$ cat src/rtl/pager_pkg.sv
// Shared pager definitions: sweep sequencer states, table geometry and the
// pair-index extraction used by both the sweep controller and the pager.
package pager_pkg;

   localparam int PG_PAIRS = 256;
   localparam int PG_PW    = 8;

   typedef enum logic [1:0] {
      ST_IDLE  = 2'd0,
      ST_SWEEP = 2'd1,
      ST_DONE  = 2'd2
   } sweep_state_e;

   // VMA[18:26]: bit 0 selects the half, bits [8:1] select the pair
   function automatic logic [PG_PW-1:0] pair_of(input logic [8:0] vpn);
      return vpn[8:1];
   endfunction

endpackage

$ cat src/rtl/page_sweep_ctl.sv
// Page-table sweep sequencer and write-port arbiter: zero-writes every entry
// pair on CLRCACHE while letting microcode writes behind the pointer through.
module page_sweep_ctl
   import pager_pkg::*;
#(
   parameter int PAIRS = PG_PAIRS,
   parameter int PW    = PG_PW
) (
   input  logic          clk,
   input  logic          rst,
   input  logic          clken,
   input  logic          sweepREQ,
   input  logic          cpuWR,
   input  logic [8:0]    cpuWADDR,
   input  logic [8:0]    cpuRADDR,
   output logic          tblWE,
   output logic [PW-1:0] tblADDR,
   output logic          tblCLR,
   output logic          cpuSTALL,
   output logic          lkINVALID,
   output logic          sweepBUSY,
   output logic          sweepDONE
);

   sweep_state_e  r_state;
   sweep_state_e  w_state_nx;
   logic [PW-1:0] r_ptr;
   logic [PW-1:0] w_ptr_nx;
   logic [PW-1:0] w_wpair;
   logic [PW-1:0] w_rpair;
   logic          w_behind;
   logic          w_clear;
   logic          w_last;

   assign w_wpair  = pair_of(cpuWADDR);
   assign w_rpair  = pair_of(cpuRADDR);
   assign w_behind = cpuWR & (w_wpair < r_ptr);
   assign w_clear  = (r_state == ST_SWEEP) & ~w_behind;
   assign w_last   = (r_ptr == PW'(PAIRS - 1));

   // Write-port arbitration and status outputs, held quiet while in reset
   always_comb begin
      tblWE     = 1'b0;
      tblADDR   = w_wpair;
      tblCLR    = 1'b0;
      cpuSTALL  = 1'b0;
      lkINVALID = 1'b0;
      sweepBUSY = 1'b0;
      sweepDONE = 1'b0;
      if (rst) begin
         tblADDR = {PW{1'b0}};
      end else begin
         case (r_state)
            ST_SWEEP: begin
               sweepBUSY = 1'b1;
               lkINVALID = (w_rpair >= r_ptr);
               tblWE     = 1'b1;
               if (w_behind) begin
                  tblCLR = 1'b0;
               end else begin
                  // a write at or ahead of the pointer would be wiped later
                  tblCLR   = 1'b1;
                  tblADDR  = r_ptr;
                  cpuSTALL = cpuWR;
               end
            end
            ST_DONE: begin
               tblWE     = cpuWR;
               sweepDONE = ~sweepREQ;
            end
            default: begin
               tblWE = cpuWR;
            end
         endcase
      end
   end

   // Next state and pointer; a sweep request always restarts from pair 0
   always_comb begin
      w_state_nx = r_state;
      w_ptr_nx   = r_ptr;
      case (r_state)
         ST_IDLE: begin
            if (sweepREQ) begin
               w_state_nx = ST_SWEEP;
               w_ptr_nx   = {PW{1'b0}};
            end else begin
               w_state_nx = ST_IDLE;
            end
         end
         ST_SWEEP: begin
            if (sweepREQ) begin
               w_ptr_nx = {PW{1'b0}};
            end else if (w_clear && w_last) begin
               w_state_nx = ST_DONE;
               w_ptr_nx   = {PW{1'b0}};
            end else if (w_clear) begin
               w_ptr_nx = r_ptr + {{(PW-1){1'b0}}, 1'b1};
            end else begin
               w_ptr_nx = r_ptr;
            end
         end
         ST_DONE: begin
            if (sweepREQ) begin
               w_state_nx = ST_SWEEP;
               w_ptr_nx   = {PW{1'b0}};
            end else begin
               w_state_nx = ST_IDLE;
            end
         end
         default: begin
            w_state_nx = ST_IDLE;
            w_ptr_nx   = {PW{1'b0}};
         end
      endcase
   end

   // State registers advance only on enabled CPU clocks
   always_ff @(posedge clk) begin
      if (rst) begin
         r_state <= ST_IDLE;
         r_ptr   <= {PW{1'b0}};
      end else if (clken) begin
         r_state <= w_state_nx;
         r_ptr   <= w_ptr_nx;
      end else begin
         r_state <= r_state;
         r_ptr   <= r_ptr;
      end
   end

endmodule
$ cat config.mk
export PLATFORM = sky130hd
export DESIGN_NAME = page_sweep_ctl
export DESIGN_NICKNAME = d
export VERILOG_FILES = /design/src/rtl/pager_pkg.sv /design/src/rtl/page_sweep_ctl.sv
export SDC_FILE = /design/constraint.sdc
export NUM_CORES = 1
export LEC_CHECK = 0
export ABC_AREA = 1
export CAP_MARGIN = 20
export CELL_PAD_IN_SITES_DETAIL_PLACEMENT = 1
export CELL_PAD_IN_SITES_GLOBAL_PLACEMENT = 2
export CORE_MARGIN = 2
export CORE_UTILIZATION = 23
export DETAILED_ROUTE_END_ITERATION = 10
export PLACE_DENSITY = 0.82
export SLEW_MARGIN = 40
export SYNTH_ARGS = -nofsm -noshare
export SYNTH_HDL_FRONTEND = slang
export SYNTH_SLANG_ARGS = --single-unit
$ cat constraint.sdc
create_clock -name clk -period 2.2 [get_ports clk]
set_input_delay 0.44 -clock clk [delete_from_list [all_inputs] [get_ports clk]]
set_output_delay 0.44 -clock clk [all_outputs]
set_load 0.005 [all_outputs]
======== After elaboration in Yosys (flattened, before gate mapping) ========
Cells that the tools add are included.
word-level totals
  register bits ........................... 10
  logic and storage cells ................. 47
  bits of input ports ..................... 23
operators by class
  reduce and logical (&&, ||, !) cells .... 5
  equal/unequal tests ..................... 7
  add/subtract/negate cells ............... 1
  bitwise operators ....................... 4
  $lt $le $gt $ge ......................... 2
  mux-type cells .......................... 26
operators with widths
  kind                 number
  $mux 8               7
  $pmux 8 s2           1
  $mux 1               15
  $add 8x1->8 const B  1
  $eq 8x8->1 const B   1
  $ge 8x8->1           1
  $lt 8x8->1           1
  $reduce_and 3->1     2
  $mux 2               2
  $ne 2x1->1 const B   2
  $ne 4x3->1 const B   1
  $pmux 2 s2           1
  $and 1x1->1          2
  $eq 2x1->1 const B   1
  $eq 2x2->1 const B   1
  $logic_not 2->1      1
  $ne 2x2->1 const B   1
  $not 1->1            2
  $reduce_or 2->1      1
  $logic_and 1x1->1    1

======== Longest topological paths before layout ========
  depth in word-level cells ............... 8
  gate-level depth with buffers ........... 13
  depth with buffers taken out ............ 13

======== Worst setup path before layout ========
Ideal clock, no wire load.
  path kind ............................... input -> output
  start ................................... input cpuWADDR[8]
  end ..................................... output tblADDR[1]
  cell stages on the path ................. 8
  path buffers ............................ 0
  slack ................................... 0.207 ns
  arrival time ............................ 1.553 ns
  required time ........................... 1.760 ns
  cell sequence ........................... ha_1 > a21oi_1 > o21a_1 > nand3_2 > nand2_2 > inv_1 > nor2_1 > nor2_1
between the ends
  cells in the longest elaborated chain, start to end .. 5
RTL lines
  what         line                  source
  from (decl)  page_sweep_ctl.sv:14  input logic [8:0] cpuWADDR,
  $lt 8x8->1   page_sweep_ctl.sv:37  assign w_behind = cpuWR & (w_wpair < r_ptr);
  $and 1x1->1  page_sweep_ctl.sv:37
  $mux 8       page_sweep_ctl.sv:58  if (w_behind) begin
  $mux 8       page_sweep_ctl.sv:53  case (r_state)
  $mux 8       page_sweep_ctl.sv:50  if (rst) begin
  to (decl)    page_sweep_ctl.sv:17  output logic [PW-1:0] tblADDR,
Every way passes these cells.

======== Worst setup path in the final report ========
  start ................................... input cpuWADDR[5]
  end ..................................... output tblADDR[0]
Same word-level chain as after synthesis.

==> out/metrics.yaml <==
status:
  outcome: "finished with violations"
  violations: "setup timing"
floorplanning:
  core-area_um2: 4750
  io-pin-count: 37
  die_area_um2: 5520
  die_w_um: 74.3
  row_count: 25
  initial_core_util_pct: 23.9
  die-height_um: 74.3
grt:
  grt_max_degree: 10
  grt_pass1_wl_um: 7700
  grt_use_total_pct: 18.2
  grt_overflow_total: 0
  grt_pass1_vias: 1672
  grt_antenna_before_repair: 0
synthesis:
  synth_seq_area_share_pct: 17.6
  ys_ff_latch: 10
  synth_cell_types: 22
  yosysWarnings: 0
  syn-num-nets: 223
  netlist.area_leader.share_pct: 17.6
  yosys.area.top_type: "dfxtp_1"
  syn_avg_cell_area_um2: 6.17
  synth_cells: 184
  synth_area_um2: 1140
  synth_area_leaders: "dfxtp_1, ha_1, nand2_1"
timing:
  drv_slew: 0
  hold_viol: 0
  period_share_pct: 106
  setup_viol: 8
  rsz0062_at_grt: "true"
  maxSlewHeadroom_pct: 75.8
  tightest_slew_ns: 0.363
  finClkSkew_ns: 0.00829
  fmax_mhz: 431
  fin_crit_ns: 2.32
  worst_slack_ns: -0.122
  fin_tns_setup_ns: -0.789
  hold_ws_ns: 0.515
power_and_ir_drop:
  p_comb_share_pct: 44.2
  swShare_pct: 33.7
  switchingPower_mw: 0.267
  total_power_mw: 0.791
  clockPowerShare_pct: 31.4
  p_int_mw: 0.524
  p_seq_share_pct: 24.4
  max-vdd-ir-drop_mv: 0.243
  power_density_nw_per_um2: 351
  total_leakage_power_nw: 1.05
finish:
  multi_input_area_um2: 1120
  stdcell_area_um2: 2250
  fin_nets: 314
  nFillCells: 635
  drive_gt1_share_pct: 54.4
  diodes: 0
  ff_latch_area_um2: 210
  final_cells: 341
  syn_to_final_growth_pct: 98.1
  fin_util_pct: 47.3
placed_design:
  placement.io_buffers: 34
  place_area_um2: 1840
  place_hpwl_um: 3490
  dp_worst_setup_slack_ns: -0.929
  dp.cells: 321
  gp_congestion: 0.797
clock_network:
  cts_sinks: 10
  clk_path_buf_depth: 2
  clk_pin_slew_ns: 0.06
  clock_latency_ns: 0.25
  clockRootBuffer: "clkbuf_8"
  cts_made_buffers: 3
  cts_tree: "done"
  htreeDepth: 1
setup_path:
  crit_slowest_cell: "ha_1"
  cp_num_buf_inv: 4
  max_stage_delay_ns: 0.28
  cp.arrival_ns: 1.88
  start_kind: "primary input"
  critPathMaxFanout: 4
  crit_type: "in2out"
  worstPathCellList: "clkdlybuf4s15_2, ha_1, nand2_1, nor2_4, nand2_4, nand3_4, nand2_4, buf_6, buf_6, a21oi_2, buf_2"
  end_kind: "output port"
  cpLargestDelayFamily: "buffers and inverters"
  required_ns: 1.76
route:
  dr_total_vias: 1539
  drt_iter0_drc: 40
  drc: 0
  via_per_inst: 4.51
  firstDrtPassIters: 4
  wl_um: 4820
  avgRoutedWirePerCell_um: 14.1
  ant_nets: 0
job:
  cap_violations: 0
hold_path:
  hold_path.class: "reg2reg"
## registers in the layout, summed over array words and instances, names as in the netlist
signal,cells
r_ptr,8
r_state,2
## synthesized netlist by cell type
library cell / n
nand2_2: 6
nor4_1: 3
nand4_1: 4
clkbuf_1: 1
o21ai_0: 11
nor3_2: 2
nand3_2: 1
nor2_1: 36
nand2_1: 38
ha_1: 16
nor3b_1: 1
o21a_1: 1
nand2_4: 2
nand3_1: 8
a21oi_1: 13
inv_4: 1
o2111ai_1: 1
inv_1: 26
dfxtp_1: 10
nor2_2: 1
nand4_4: 1
buf_2: 1
## cell type report
cell class | instances | area share [%]
clock buffers | 4 | 2.45
flip-flops and latches | 10 | 9.34
repair buffers | 87 | 29.9
inverters | 27 | 4.84
well taps | 67 | 3.72
multi-input cells | 146 | 49.7
## tightest hold or removal path, cell delays in order, from the launching register on
cell,delay (ns)
dfxtp_2,0.35
a21oi_1,0.04
nor2_1,0.09
## power by group through the flow
stage	logic, mW	registers [mW]	clock network [mW]
3_5_place_dp	0.271	0.195	0
5_1_grt	0.387	0.194	0.256
4_1_cts	0.320	0.193	0.247
2_1_floorplan	0.114	0.197	0
3_3_place_gp	0.266	0.195	0
6_report	0.349	0.193	0.249
## worst paths after layout
kind / start / end / slack, ns / depth (start not counted)
worst min register to register: r_state[1]$_SDFFE_PP0P_ / r_state[1]$_SDFFE_PP0P_ / 0.52 / 2
worst max register to register: r_ptr[5]$_SDFFE_PP0P_ / r_ptr[3]$_SDFFE_PP0P_ / 0.38 / 12
worst min-delay path: r_state[1]$_SDFFE_PP0P_ / r_state[1]$_SDFFE_PP0P_ / 0.52 / 2
worst max-delay path: cpuWADDR[5] / tblADDR[0] / -0.12 / 11
## per-layer routing
layer,GRT usage [%],part of all wire (%),up-vias
met5,0,0,-
li1,-,-,785
met3,1.49,2.7,4
met4,4.17,0.75,0
met1,22.3,44,725
met2,34.3,52,25
## kinds of logic (layout without fill, tap and decap cells)
kind of cell | Yosys count | after routing | synth area share [%]
and+or+nand+nor | 103 | 104 | 42.8
buffers and inverters | 29 | 118 | 9.91
AOI/OAI and AO/OA | 26 | 26 | 12.0
adders and majority gates | 16 | 16 | 17.6
DFF | 10 | 10 | 17.6
## repair_timing
item,CTS,global route
pin swaps,43,23
setup buffers,13,7
setup endpoints to repair,13,14
resized for setup,137,26
gates cloned,1,0
hold buffers,0,0
## layout by cell type, fill, tap and decap left out, types with 4 or more instances in the layout
cell type	netlist	layout
a21oi_1	13	5
a21oi_2	0	8
buf_2	1	16
buf_4	0	48
buf_6	0	5
clkbuf_8	0	4
clkdlybuf4s50_1	0	5
dfxtp_2	0	8
dlygate4sd2_1	0	9
ha_4	0	12
inv_1	26	16
inv_2	0	9
nand2_1	38	31
nand2_2	6	11
nand2_4	2	5
nand3_1	8	8
nand4_1	4	4
nor2_1	36	32
o21ai_2	0	6
Note: power is estimated with default switching activity, not from simulation.
